File: src/rtl/data_mem_ctrl_if.sv
// ---------------------------------------------------------------------------
// data_mem_ctrl_if
// Groups the pipeline-side and memory-side signals of the data memory
// controller into one bundle.
//   Pipeline side : mem_read, mem_write, funct3, addr, wdata  -> controller
//                   rdata, stall, fault, bus_err              <- controller
//   Memory side   : m_req, m_we, m_addr, m_wdata, m_be        <- controller
//                   m_ack, m_rdata                            -> controller
// The slave modport is the controller; the master modport is whoever drives
// the pipeline requests and answers as the memory.
// ---------------------------------------------------------------------------
interface data_mem_ctrl_if;
  logic        mem_read;
  logic        mem_write;
  logic [2:0]  funct3;
  logic [31:0] addr;
  logic [31:0] wdata;
  logic [31:0] rdata;
  logic        stall;
  logic        fault;
  logic        bus_err;
  logic        m_req;
  logic        m_we;
  logic [31:0] m_addr;
  logic [31:0] m_wdata;
  logic [3:0]  m_be;
  logic        m_ack;
  logic [31:0] m_rdata;

  modport slave (
    input  mem_read, mem_write, funct3, addr, wdata, m_ack, m_rdata,
    output rdata, stall, fault, bus_err, m_req, m_we, m_addr, m_wdata, m_be
  );

  modport master (
    output mem_read, mem_write, funct3, addr, wdata, m_ack, m_rdata,
    input  rdata, stall, fault, bus_err, m_req, m_we, m_addr, m_wdata, m_be
  );
endinterface

File: src/rtl/data_mem_ctrl.sv
// ---------------------------------------------------------------------------
// data_mem_ctrl
// Load/store unit between the MEM pipeline stage and a word-wide memory with
// an ack handshake. Classifies each access, formats store lanes/byte enables,
// formats load data, stalls the pipeline while the memory is busy and times
// out after 255 wait cycles.
// Ports:
//   clk   - single clock, rising edge
//   reset - asynchronous, active-high
//   bus   - data_mem_ctrl_if.slave (pipeline request/response + memory bus)
// ---------------------------------------------------------------------------
module data_mem_ctrl (
  input  logic           clk,
  input  logic           reset,
  data_mem_ctrl_if.slave bus
);

  typedef enum logic [1:0] {
    IDLE = 2'd0,
    BUSY = 2'd1,
    DONE = 2'd2
  } state_e;

  state_e      state_q, state_d;
  logic [31:0] rdata_q, rdata_d;
  logic [31:0] m_addr_q, m_addr_d;
  logic [31:0] m_wdata_q, m_wdata_d;
  logic [3:0]  m_be_q, m_be_d;
  logic        m_we_q, m_we_d;
  logic [2:0]  funct3_q, funct3_d;
  logic [1:0]  addr_lo_q, addr_lo_d;
  logic [7:0]  wait_q, wait_d;
  logic        fault_q, fault_d;
  logic        bus_err_q, bus_err_d;
  logic        stall_s;
  logic        access_s;
  logic        ok_s;

  // Stores accept byte/half/word; loads additionally accept the unsigned forms.
  function automatic logic funct3_legal(input logic is_wr, input logic [2:0] f3);
    logic r;
    case (f3)
      3'b000, 3'b001, 3'b010: r = 1'b1;
      3'b100, 3'b101:         r = ~is_wr;
      default:                r = 1'b0;
    endcase
    return r;
  endfunction

  function automatic logic misaligned(input logic [2:0] f3, input logic [1:0] lo);
    logic r;
    case (f3[1:0])
      2'b01:   r = lo[0];
      2'b10:   r = (lo != 2'b00);
      default: r = 1'b0;
    endcase
    return r;
  endfunction

  // Replicate the store operand across lanes so the byte enables pick the lane.
  function automatic logic [31:0] store_data(input logic [2:0] f3, input logic [31:0] wd);
    logic [31:0] r;
    case (f3[1:0])
      2'b00:   r = {4{wd[7:0]}};
      2'b01:   r = {2{wd[15:0]}};
      default: r = wd;
    endcase
    return r;
  endfunction

  function automatic logic [3:0] access_be(input logic [2:0] f3, input logic [1:0] lo);
    logic [3:0] r;
    case (f3[1:0])
      2'b00:   r = 4'b0001 << lo;
      2'b01:   r = lo[1] ? 4'b1100 : 4'b0011;
      default: r = 4'b1111;
    endcase
    return r;
  endfunction

  function automatic logic [31:0] load_format(input logic [2:0] f3, input logic [1:0] lo,
                                              input logic [31:0] d);
    logic [7:0]  b;
    logic [15:0] h;
    logic [31:0] r;
    case (lo)
      2'b00:   b = d[7:0];
      2'b01:   b = d[15:8];
      2'b10:   b = d[23:16];
      2'b11:   b = d[31:24];
      default: b = 8'h00;
    endcase
    h = lo[1] ? d[31:16] : d[15:0];
    case (f3)
      3'b000:  r = {{24{b[7]}}, b};
      3'b100:  r = {24'h000000, b};
      3'b001:  r = {{16{h[15]}}, h};
      3'b101:  r = {16'h0000, h};
      3'b010:  r = d;
      default: r = d;
    endcase
    return r;
  endfunction

  assign access_s = bus.mem_read | bus.mem_write;
  // A simultaneous read+write is treated as the write.
  assign ok_s     = funct3_legal(bus.mem_write, bus.funct3) & ~misaligned(bus.funct3, bus.addr[1:0]);

  // Next-state and combinational outputs for the access sequencer.
  always_comb begin
    state_d   = state_q;
    rdata_d   = rdata_q;
    m_addr_d  = m_addr_q;
    m_wdata_d = m_wdata_q;
    m_be_d    = m_be_q;
    m_we_d    = m_we_q;
    funct3_d  = funct3_q;
    addr_lo_d = addr_lo_q;
    wait_d    = wait_q;
    fault_d   = 1'b0;
    bus_err_d = 1'b0;
    stall_s   = 1'b0;
    case (state_q)
      IDLE: begin
        if (access_s) begin
          if (ok_s) begin
            stall_s   = 1'b1;
            m_addr_d  = {bus.addr[31:2], 2'b00};
            m_we_d    = bus.mem_write;
            m_wdata_d = bus.mem_write ? store_data(bus.funct3, bus.wdata) : 32'h0000_0000;
            m_be_d    = access_be(bus.funct3, bus.addr[1:0]);
            funct3_d  = bus.funct3;
            addr_lo_d = bus.addr[1:0];
            wait_d    = 8'd0;
            state_d   = BUSY;
          end else begin
            fault_d = 1'b1;
          end
        end else begin
          state_d = IDLE;
        end
      end
      BUSY: begin
        stall_s = 1'b1;
        if (bus.m_ack) begin
          if (!m_we_q) begin
            rdata_d = load_format(funct3_q, addr_lo_q, bus.m_rdata);
          end else begin
            rdata_d = rdata_q;
          end
          state_d = DONE;
        end else if (wait_q == 8'd254) begin
          // This cycle is the 255th without ack: give up.
          wait_d    = 8'd255;
          bus_err_d = 1'b1;
          state_d   = DONE;
        end else begin
          wait_d = wait_q + 8'd1;
        end
      end
      DONE: begin
        state_d = IDLE;
      end
      default: begin
        state_d = IDLE;
      end
    endcase
  end

  // State and datapath registers.
  always_ff @(posedge clk or posedge reset) begin
    if (reset) begin
      state_q   <= IDLE;
      rdata_q   <= 32'h0000_0000;
      m_addr_q  <= 32'h0000_0000;
      m_wdata_q <= 32'h0000_0000;
      m_be_q    <= 4'b0000;
      m_we_q    <= 1'b0;
      funct3_q  <= 3'b000;
      addr_lo_q <= 2'b00;
      wait_q    <= 8'd0;
      fault_q   <= 1'b0;
      bus_err_q <= 1'b0;
    end else begin
      state_q   <= state_d;
      rdata_q   <= rdata_d;
      m_addr_q  <= m_addr_d;
      m_wdata_q <= m_wdata_d;
      m_be_q    <= m_be_d;
      m_we_q    <= m_we_d;
      funct3_q  <= funct3_d;
      addr_lo_q <= addr_lo_d;
      wait_q    <= wait_d;
      fault_q   <= fault_d;
      bus_err_q <= bus_err_d;
    end
  end

  // Stall is combinational in the detect cycle, so gate it with reset to make
  // it drop the moment reset is asserted even while a request is presented.
  assign bus.stall   = stall_s & ~reset;
  assign bus.m_req   = (state_q == BUSY);
  assign bus.m_we    = m_we_q;
  assign bus.m_addr  = m_addr_q;
  assign bus.m_wdata = m_wdata_q;
  assign bus.m_be    = m_be_q;
  assign bus.rdata   = rdata_q;
  assign bus.fault   = fault_q;
  assign bus.bus_err = bus_err_q;

endmodule

File: src/flat_wrapper.sv
// flat-port wrapper written by rule: the top's interface ports become plain ports
module data_mem_ctrl_flat 
  (clk, reset, bus_mem_read, bus_mem_write, bus_funct3, bus_addr, bus_wdata, bus_m_ack, bus_m_rdata, bus_rdata, bus_stall, bus_fault, bus_bus_err, bus_m_req, bus_m_we, bus_m_addr, bus_m_wdata, bus_m_be);
  data_mem_ctrl_if bus_i ();
  input  logic clk;
  input  logic reset;
  input wire logic [$bits(bus_i.mem_read)-1:0] bus_mem_read;
  input wire logic [$bits(bus_i.mem_write)-1:0] bus_mem_write;
  input wire logic [$bits(bus_i.funct3)-1:0] bus_funct3;
  input wire logic [$bits(bus_i.addr)-1:0] bus_addr;
  input wire logic [$bits(bus_i.wdata)-1:0] bus_wdata;
  input wire logic [$bits(bus_i.m_ack)-1:0] bus_m_ack;
  input wire logic [$bits(bus_i.m_rdata)-1:0] bus_m_rdata;
  output wire logic [$bits(bus_i.rdata)-1:0] bus_rdata;
  output wire logic [$bits(bus_i.stall)-1:0] bus_stall;
  output wire logic [$bits(bus_i.fault)-1:0] bus_fault;
  output wire logic [$bits(bus_i.bus_err)-1:0] bus_bus_err;
  output wire logic [$bits(bus_i.m_req)-1:0] bus_m_req;
  output wire logic [$bits(bus_i.m_we)-1:0] bus_m_we;
  output wire logic [$bits(bus_i.m_addr)-1:0] bus_m_addr;
  output wire logic [$bits(bus_i.m_wdata)-1:0] bus_m_wdata;
  output wire logic [$bits(bus_i.m_be)-1:0] bus_m_be;
  assign bus_i.mem_read = bus_mem_read;
  assign bus_i.mem_write = bus_mem_write;
  assign bus_i.funct3 = bus_funct3;
  assign bus_i.addr = bus_addr;
  assign bus_i.wdata = bus_wdata;
  assign bus_i.m_ack = bus_m_ack;
  assign bus_i.m_rdata = bus_m_rdata;
  assign bus_rdata = bus_i.rdata;
  assign bus_stall = bus_i.stall;
  assign bus_fault = bus_i.fault;
  assign bus_bus_err = bus_i.bus_err;
  assign bus_m_req = bus_i.m_req;
  assign bus_m_we = bus_i.m_we;
  assign bus_m_addr = bus_i.m_addr;
  assign bus_m_wdata = bus_i.m_wdata;
  assign bus_m_be = bus_i.m_be;
  data_mem_ctrl u_core (.clk(clk), .reset(reset), .bus(bus_i));
endmodule
File: config.mk
export PLATFORM = sky130hd
export DESIGN_NAME = data_mem_ctrl_flat
export DESIGN_NICKNAME = d
export VERILOG_FILES = /design/src/rtl/data_mem_ctrl_if.sv /design/src/rtl/data_mem_ctrl.sv /design/src/flat_wrapper.sv
export SDC_FILE = /design/constraint.sdc
export NUM_CORES = 1
export LEC_CHECK = 0
export CAP_MARGIN = 20
export CELL_PAD_IN_SITES_DETAIL_PLACEMENT = 0
export CELL_PAD_IN_SITES_GLOBAL_PLACEMENT = 1
export CORE_AREA = 2 2 132 134
export DETAILED_ROUTE_END_ITERATION = 16
export DIE_AREA = 0 0 134 136
export PLACE_DENSITY_LB_ADDON = 0.1
export SYNTH_ARGS = -nofsm -noshare
export SYNTH_HDL_FRONTEND = slang
export SYNTH_SLANG_ARGS = --single-unit
File: constraint.sdc
create_clock -name clk -period 5.54 [get_ports clk]
set_input_delay 1.108 -clock clk [delete_from_list [all_inputs] [get_ports clk]]
set_output_delay 1.108 -clock clk [all_outputs]
set_load 0.1 [all_outputs]
==> impl_metrics.json <==
{
  "synth-async-reset-ratio": 1.00,
  "cts_root_buffer": "clkbuf_16",
  "synth.ff_latch_count": 116,
  "period_share": 0.898,
  "port_buffers": 206,
  "via_per_inst": 4.92,
  "reg2reg_depth": 5,
  "antenna_found_initial": 0,
  "rsz0062_at_grt": "no",
  "final_cell_mix": "clkdlybuf4s50_1 (205), dfrtp_1 (116), nand2_1 (62)",
  "remaining_drc_errors": 0,
  "cts_resized": 0,
  "crit_fanout": 17,
  "setup.worst_path.end_class": "output port",
  "wire_per_inst_microns": 16.9,
  "die_h_microns": 136,
  "start_util": 0.335,
  "critPathRequiredTime_ns": 4.43,
  "critPathArrivalTime_ns": 3.87,
  "gp_congestion": 0.785,
  "finClkSkew_ns": 0.00588,
  "fmaxAchievable_mhz": 201,
  "outcome": "finished, final reports clean",
  "coreArea_sq_um": 16900,
  "period_minus_slack_ns": 4.97,
  "grt-ovfl-total": 0,
  "nets": 841,
  "antenna_cells": 0,
  "cts_made_buffers": 17,
  "drt_first_pass_iters": 4,
  "mostFrequentLayoutCell": "clkdlybuf4s50_1",
  "clock_latency_ns": 0.42,
  "ant_nets": 0,
  "slew_headroom": 0.309,
  "yosysSeqAreaShare": 0.513,
  "drive_gt1_frac": 0.137,
  "tns_ns": 0,
  "yosys_warnings": 0,
  "placed_area_sq_um": 7880,
  "drtIter0Drc": 276,
  "clk_path_buf_depth": 2,
  "finalHoldViolCount": 0,
  "postSynthAreaPerCell_sq_um": 10.5,
  "critPathKind": "primary input to output port",
  "cap_violations": 0,
  "synth_ff_type": "dfrtp_1",
  "netlist_area_sq_um": 5650,
  "htree_levels": 4,
  "grt_pass1_wl_mm": 26.0,
  "synth_edf_count": 0,
  "startpoint_type": "primary input",
  "tightest_slew_ns": 1.03,
  "path_clk_slew_ns": 0.05,
  "fillers": 1521,
  "dieArea_sq_um": 18200,
  "ctsHoldBuffers": 0,
  "hold_class": "flip-flop to flip-flop",
  "synth.distinct_cells": 49,
  "die_x_microns": 134,
  "hold_depth": 1,
  "drv_slew": 0,
  "tritoncts": "yes",
  "postLayoutCellArea_sq_um": 8520,
  "finish.utilization": 0.505,
  "cts_sinks": 116,
  "finalHoldWorstSlack_ns": 0.481,
  "grt_max_degree": 70,
  "r2r_slack_ns": 3.02,
  "syn_inst": 541,
  "drt_wl_total_mm": 16.4,
  "post_cts_buffers": 0,
  "via_count": 4774,
  "place_hpwl_mm": 11.9,
  "setup_viol": 0,
  "ioPinCount": 209,
  "track_usage": 0.184,
  "rows": 48,
  "area_growth_syn_to_layout_pct": 50.6,
  "grt_pass1_vias": 4740
}
## per-stage QoR
| stage | cells | worst slack (ns) |
|---|---|---|
| floorplan | 542 | 1.36 |
| global placement | 938 | 0.682 |
| detailed placement | 938 | 0.591 |
| CTS | 970 | 0.554 |
| global route | 970 | 0.395 |
| finish | 970 | 0.567 |
## kinds of logic after synthesis
kind of cell | after synthesis | synth area share
simple gates | 187 | 0.156
flops | 116 | 0.513
compound gates | 100 | 0.118
mux | 81 | 0.160
buf+inv | 51 | 0.0416
fa+ha+maj | 5 | 0.0111
other cells | 1 | 0.000663
## worst paths after layout
check                                       end            startpoint
max                                   bus_stall         bus_funct3[1]
min reg2reg                u_core.bus.m_addr[2]  u_core.bus.m_addr[2]
min                        u_core.bus.m_addr[2]  u_core.bus.m_addr[2]
min in group asynchronous     u_core.state_q[1]                 reset
max reg2reg                u_core.bus.m_addr[5]     u_core.state_q[1]
max in group asynchronous  u_core.bus.rdata[31]                 reset
## routing by layer
layer / wire length (microns) / vias to the layer above / share of wire / track usage
met5: 0 / - / 0 / 0
met4: 163 / 0 / 0.0099 / 0.0496
met1: 7550 / 2296 / 0.46 / 0.255
met2: 7290 / 162 / 0.44 / 0.266
met3: 1420 / 16 / 0.086 / 0.0749
li1: - / 2300 / - / -
## cell usage after synthesis, types with 6 or more instances
cell type,number,area [sq um]
a21boi_0,9,67.6
dfrtp_1,116,2900
o21ai_0,22,110
o21ai_1,6,30.0
nor2_1,46,173
a21oi_1,16,80.1
a22o_1,8,70.1
nand3b_1,8,60.1
inv_1,10,37.5
mux2_1,15,169
buf_2,8,40.0
nand2_1,62,233
o31ai_1,8,60.1
mux2_2,59,664
clkbuf_1,25,93.8
mux2i_1,7,70.1
nand3_1,44,220
## cell type report
type                            count  area (sq um)  area share
Timing Repair Buffer              212          2120       0.249
Tap cell                          225           282      0.0331
Sequential cell                   116          2900       0.341
Multi-Input combinational cell    375          2540       0.298
Inverter                           10          40.0     0.00470
Clock inverter                      7           118      0.0138
Clock buffer                       25           515      0.0605
## critical path, stage by stage
cell	delay, ns
clkdlybuf4s50_1	0.51
inv_1	0.07
ha_1	0.34
nor2_1	0.79
o22a_1	0.53
nor3_4	0.09
o21a_1	0.24
buf_12	0.17
## state kept, by name, summed over array words and instances, names as in the netlist
register,count
u_core.funct3_q,3
u_core.bus.m_addr,30
u_core.bus.m_we,1
u_core.state_q,2
u_core.bus.bus_err,1
u_core.bus.rdata,32
u_core.addr_lo_q,2
u_core.bus.m_wdata,32
u_core.wait_q,8
u_core.bus.m_be,4
u_core.bus.fault,1
Power is not shown: default switching activity piles up to over one toggle a cycle in this logic, so the estimate is an artifact.
==> patch 1, RTL diff (config.mk and constraints unchanged) <==
Reset style: synchronous (`reset`), changed in one clocked block. Comments in the files are not updated.
--- a/src/rtl/data_mem_ctrl.sv
+++ b/src/rtl/data_mem_ctrl.sv
@@ -169,5 +169,5 @@
 
   // State and datapath registers.
-  always_ff @(posedge clk or posedge reset) begin
+  always_ff @(posedge clk) begin
     if (reset) begin
       state_q   <= IDLE;
Check against the original RTL: differs if reset is asserted again (counterexample within 4 cycles, from zero or initial values and one cycle with reset high); with reset held inactive, the same outputs for 4 cycles.
==> patch 1 against the unedited design <==
Critical path depth grew 2. Wire length grew 2.8%. Worst hold slack lost 0.030 ns. Sequential cell count is the same. Area after synthesis shrank 7.0%. Design area shrank 5.1%. Setup slack gained 0.27 ns. Critical endpoint unchanged.
==> patch 1: results <==
[cells_and_area]
clock_tree_area_fraction = 0.0767
clockBufferCount = 22
final_nets = 940
nNonClkBuffers = 217
multi_input_cells = 472
nonClkBufAreaFrac = 0.272
fillCellCount = 1628
sh_seq_area = 0.287
multiInputGateArea_mm2 = 0.00263
num_antenna_cells = 0
nNonClkInverters = 7
postLayoutCoreUtil = 0.479
drive_above_1_share = 0.0759

[global_routing]
track_usage = 0.185
grt_first_pass_wirelength_mm = 26.5
antenna_found_initial = 0
grt_max_degree = 105
grt_pass1_vias = 4852

[worst_setup_path]
crit_fanout = 19
cpMaxStageDelayCell = "ha_1"
max_stage_delay_ns = 0.55
crit_required_ns = 4.43
crit_family = "buffers and inverters"

[detailed_routing]
finalWirelength_mm = 16.9
drt-wirelength-per-cell_um = 15.8
drt-pass1-iter-count = 6
dr.first_iter.drc_count = 208
viasPerCell = 4.87

[status]
outcome = "complete, no violations"

[synthesis]
synth_area_leaders = "dfxtp_1, nand2_1, a21oi_1, a211oi_1, nor2_1"
synth_compound_area_frac = 0.222
synthAdderAreaFrac = 0.0119
ys_seq_area_frac = 0.441
synth_cell_types = 52
synth-warning-count = 0
synth_async_sr_flop_share = 0
synth_common_cells = "nand2_1, dfxtp_1, a21oi_1"
synth_xor_area_frac = 0
syn_inst = 649
synthMuxAreaShare = 0.0483

[cts]
cts-resized-gates = 0
cts_max_level = 4
clock-sinks = 116
cts_inserted_buffers = 17
cts-root-buf = "clkbuf_16"
clk_pin_slew_ns = 0.05
postCtsSetupRepairBufs = 0

[sta]
drv_slew = 0
finalClockSkew_ns = 0.00624
slew_headroom = 0.304

[power_and_ir_drop]
power_leakage_uw = 0.00288
peakVddDrop_mv = 0.211

[place]
place_inst = 1035
port_buffers = 206
gp_congestion = 0.795
place_area_mm2 = 0.00741
place_ws_ns = 0.774
hpwlAfterDp_mm = 11.8

[worst_hold_path]
hold_path.class = "reg -> reg"

[die]
core-area_mm2 = 0.0169
## patch 1: power by group through the flow
stage | registers (uW) | clock network (uW) | logic (uW)
2_1_floorplan | 1210 | 0 | 211
3_3_place_gp | 922 | 0 | 707
3_5_place_dp | 923 | 0 | 709
4_1_cts | 906 | 1170 | 711
5_1_grt | 910 | 1210 | 752
6_report | 906 | 1140 | 712
## patch 1: per-layer routing
layer	vias up	GRT usage	wire length [um]
met1	2396	0.248	7820
met3	11	0.0623	1270
met5	-	0	0
met4	0	0.0491	152
li1	2628	-	-
met2	163	0.287	7650
## patch 1: final timing paths
path,from,slack [ns],end,cells after the start
setup / recovery,bus_funct3[1],0.84,bus_stall,10
hold / removal,u_core.bus.m_addr[9],0.45,u_core.bus.m_addr[9],2
setup reg to reg,u_core.addr_lo_q[1],3.16,u_core.bus.rdata[29],7
hold reg to reg,u_core.bus.m_addr[9],0.45,u_core.bus.m_addr[9],2
==> patch 2, RTL diff (config.mk and constraints unchanged) <==
Made on the original files. The 3 states of `state_e` get a one-hot encoding in 3 bits.
--- a/src/rtl/data_mem_ctrl.sv
+++ b/src/rtl/data_mem_ctrl.sv
@@ -16,8 +16,8 @@
 );
 
-  typedef enum logic [1:0] {
-    IDLE = 2'd0,
-    BUSY = 2'd1,
-    DONE = 2'd2
+  typedef enum logic [2:0] {
+    IDLE = 3'b001,
+    BUSY = 3'b010,
+    DONE = 3'b100
   } state_e;
 
Formal check against the unedited RTL: same outputs for any inputs over 4 cycles, from zero or initial values and one cycle with reset high; so few cycles prove little.
==> patch 2 against the unedited design <==
Area after synthesis rose by 4.8%. Sequential cell count increased by 1. Synthesized cell count grew 1.7%. Setup slack gained 0.53 ns. Register-to-register slack got worse by 0.22 ns. Design area up 3.4%. Wire length up 7.4%. Critical path type unchanged. Clock skew up 0.0022 ns. Maximum frequency grew 12%.
Power is left out: the tool's default activity adds up to more than one toggle a clock period on the data nets, which glitch-free logic cannot reach.
==> patch 2: results <==
[place]
hpwlAfterDp_mm = 12.5
place_inst = 950
place_area_mm2 = 0.00815
gp_congestion = 0.773
place_ws_ns = 0.989

[sta]
holdWs_ns = 0.475
slew_headroom = 0.310
finalClockSkew_ns = 0.00805

[synthesis]
ys_seq_area_frac = 0.494
synth_cell_types = 51
syn_inst = 550
synth_common_cells = "dfrtp_1, nor2_1, mux2_4"
synth_area_leaders = "dfrtp_1, mux2_4, nor2_1, o21ai_0, a21oi_1"

[worst_setup_path]
worstReg2RegStart = "u_core.state_q[0]"
crit_family = "buffers and inverters"
rrSetupSlack_ns = 2.80
max_stage_delay_ns = 0.45
crit_fanout = 14
cpMaxStageDelayCell = "clkdlybuf4s50_1"
arrival_ns = 3.33
r2r_end = "u_core.bus.m_wdata[12]"

[cells_and_area]
clock_tree_area_fraction = 0.0717
drive_above_1_share = 0.162
nNonClkBuffers = 217
nonClkBufAreaFrac = 0.247
stdcell_area_mm2 = 0.00881
final_nets = 854
sh_seq_area = 0.333
multi_input_area_share = 0.310
clockBufferCount = 19
multi_input_cells = 376
nNonClkInverters = 16

[global_routing]
grt_pass1_vias = 4943
track_usage = 0.198
grt_max_degree = 79

[detailed_routing]
finalWirelength_mm = 17.6
drt-wirelength-per-cell_um = 17.9
viasPerCell = 5.03
dr.first_iter.drc_count = 246

[status]
outcome = "complete, no violations"

[die]
rows = 48

[worst_hold_path]
hold_start = "u_core.bus.rdata[13]"
## patch 2: cell types whose count changed in the layout (fill, tap and decap cells not counted), sizes merged, moves of 4 or more
cell and change:
nand3 -34, nor2 +18, nand2 -19, o22ai -4, o21ai +19, inv +6
o22a -4, nand3b -7, buf +5, clkbuf -6, mux2 -6, a21oi +25
a221oi +6, a21o +14
## patch 2: kinds of logic (layout without fill, tap and decap cells)
group,Yosys count,count (layout),share of synthesized area
muxes,74,74,0.179
adders and majority gates,5,5,0.0106
AOI/OAI and AO/OA,151,151,0.160
buffers and inverters,58,265,0.0471
and+or+nand+nor,144,144,0.108
DFF,117,117,0.494
other,1,2,0.000633
## patch 2: routing by layer
| layer | track usage | up-vias | share of wire |
|---|---|---|---|
| li1 | - | 2329 | - |
| met1 | 0.269 | 2431 | 0.45 |
| met2 | 0.305 | 164 | 0.48 |
| met3 | 0.0597 | 18 | 0.060 |
| met4 | 0.0591 | 0 | 0.012 |
| met5 | 0 | - | 0 |
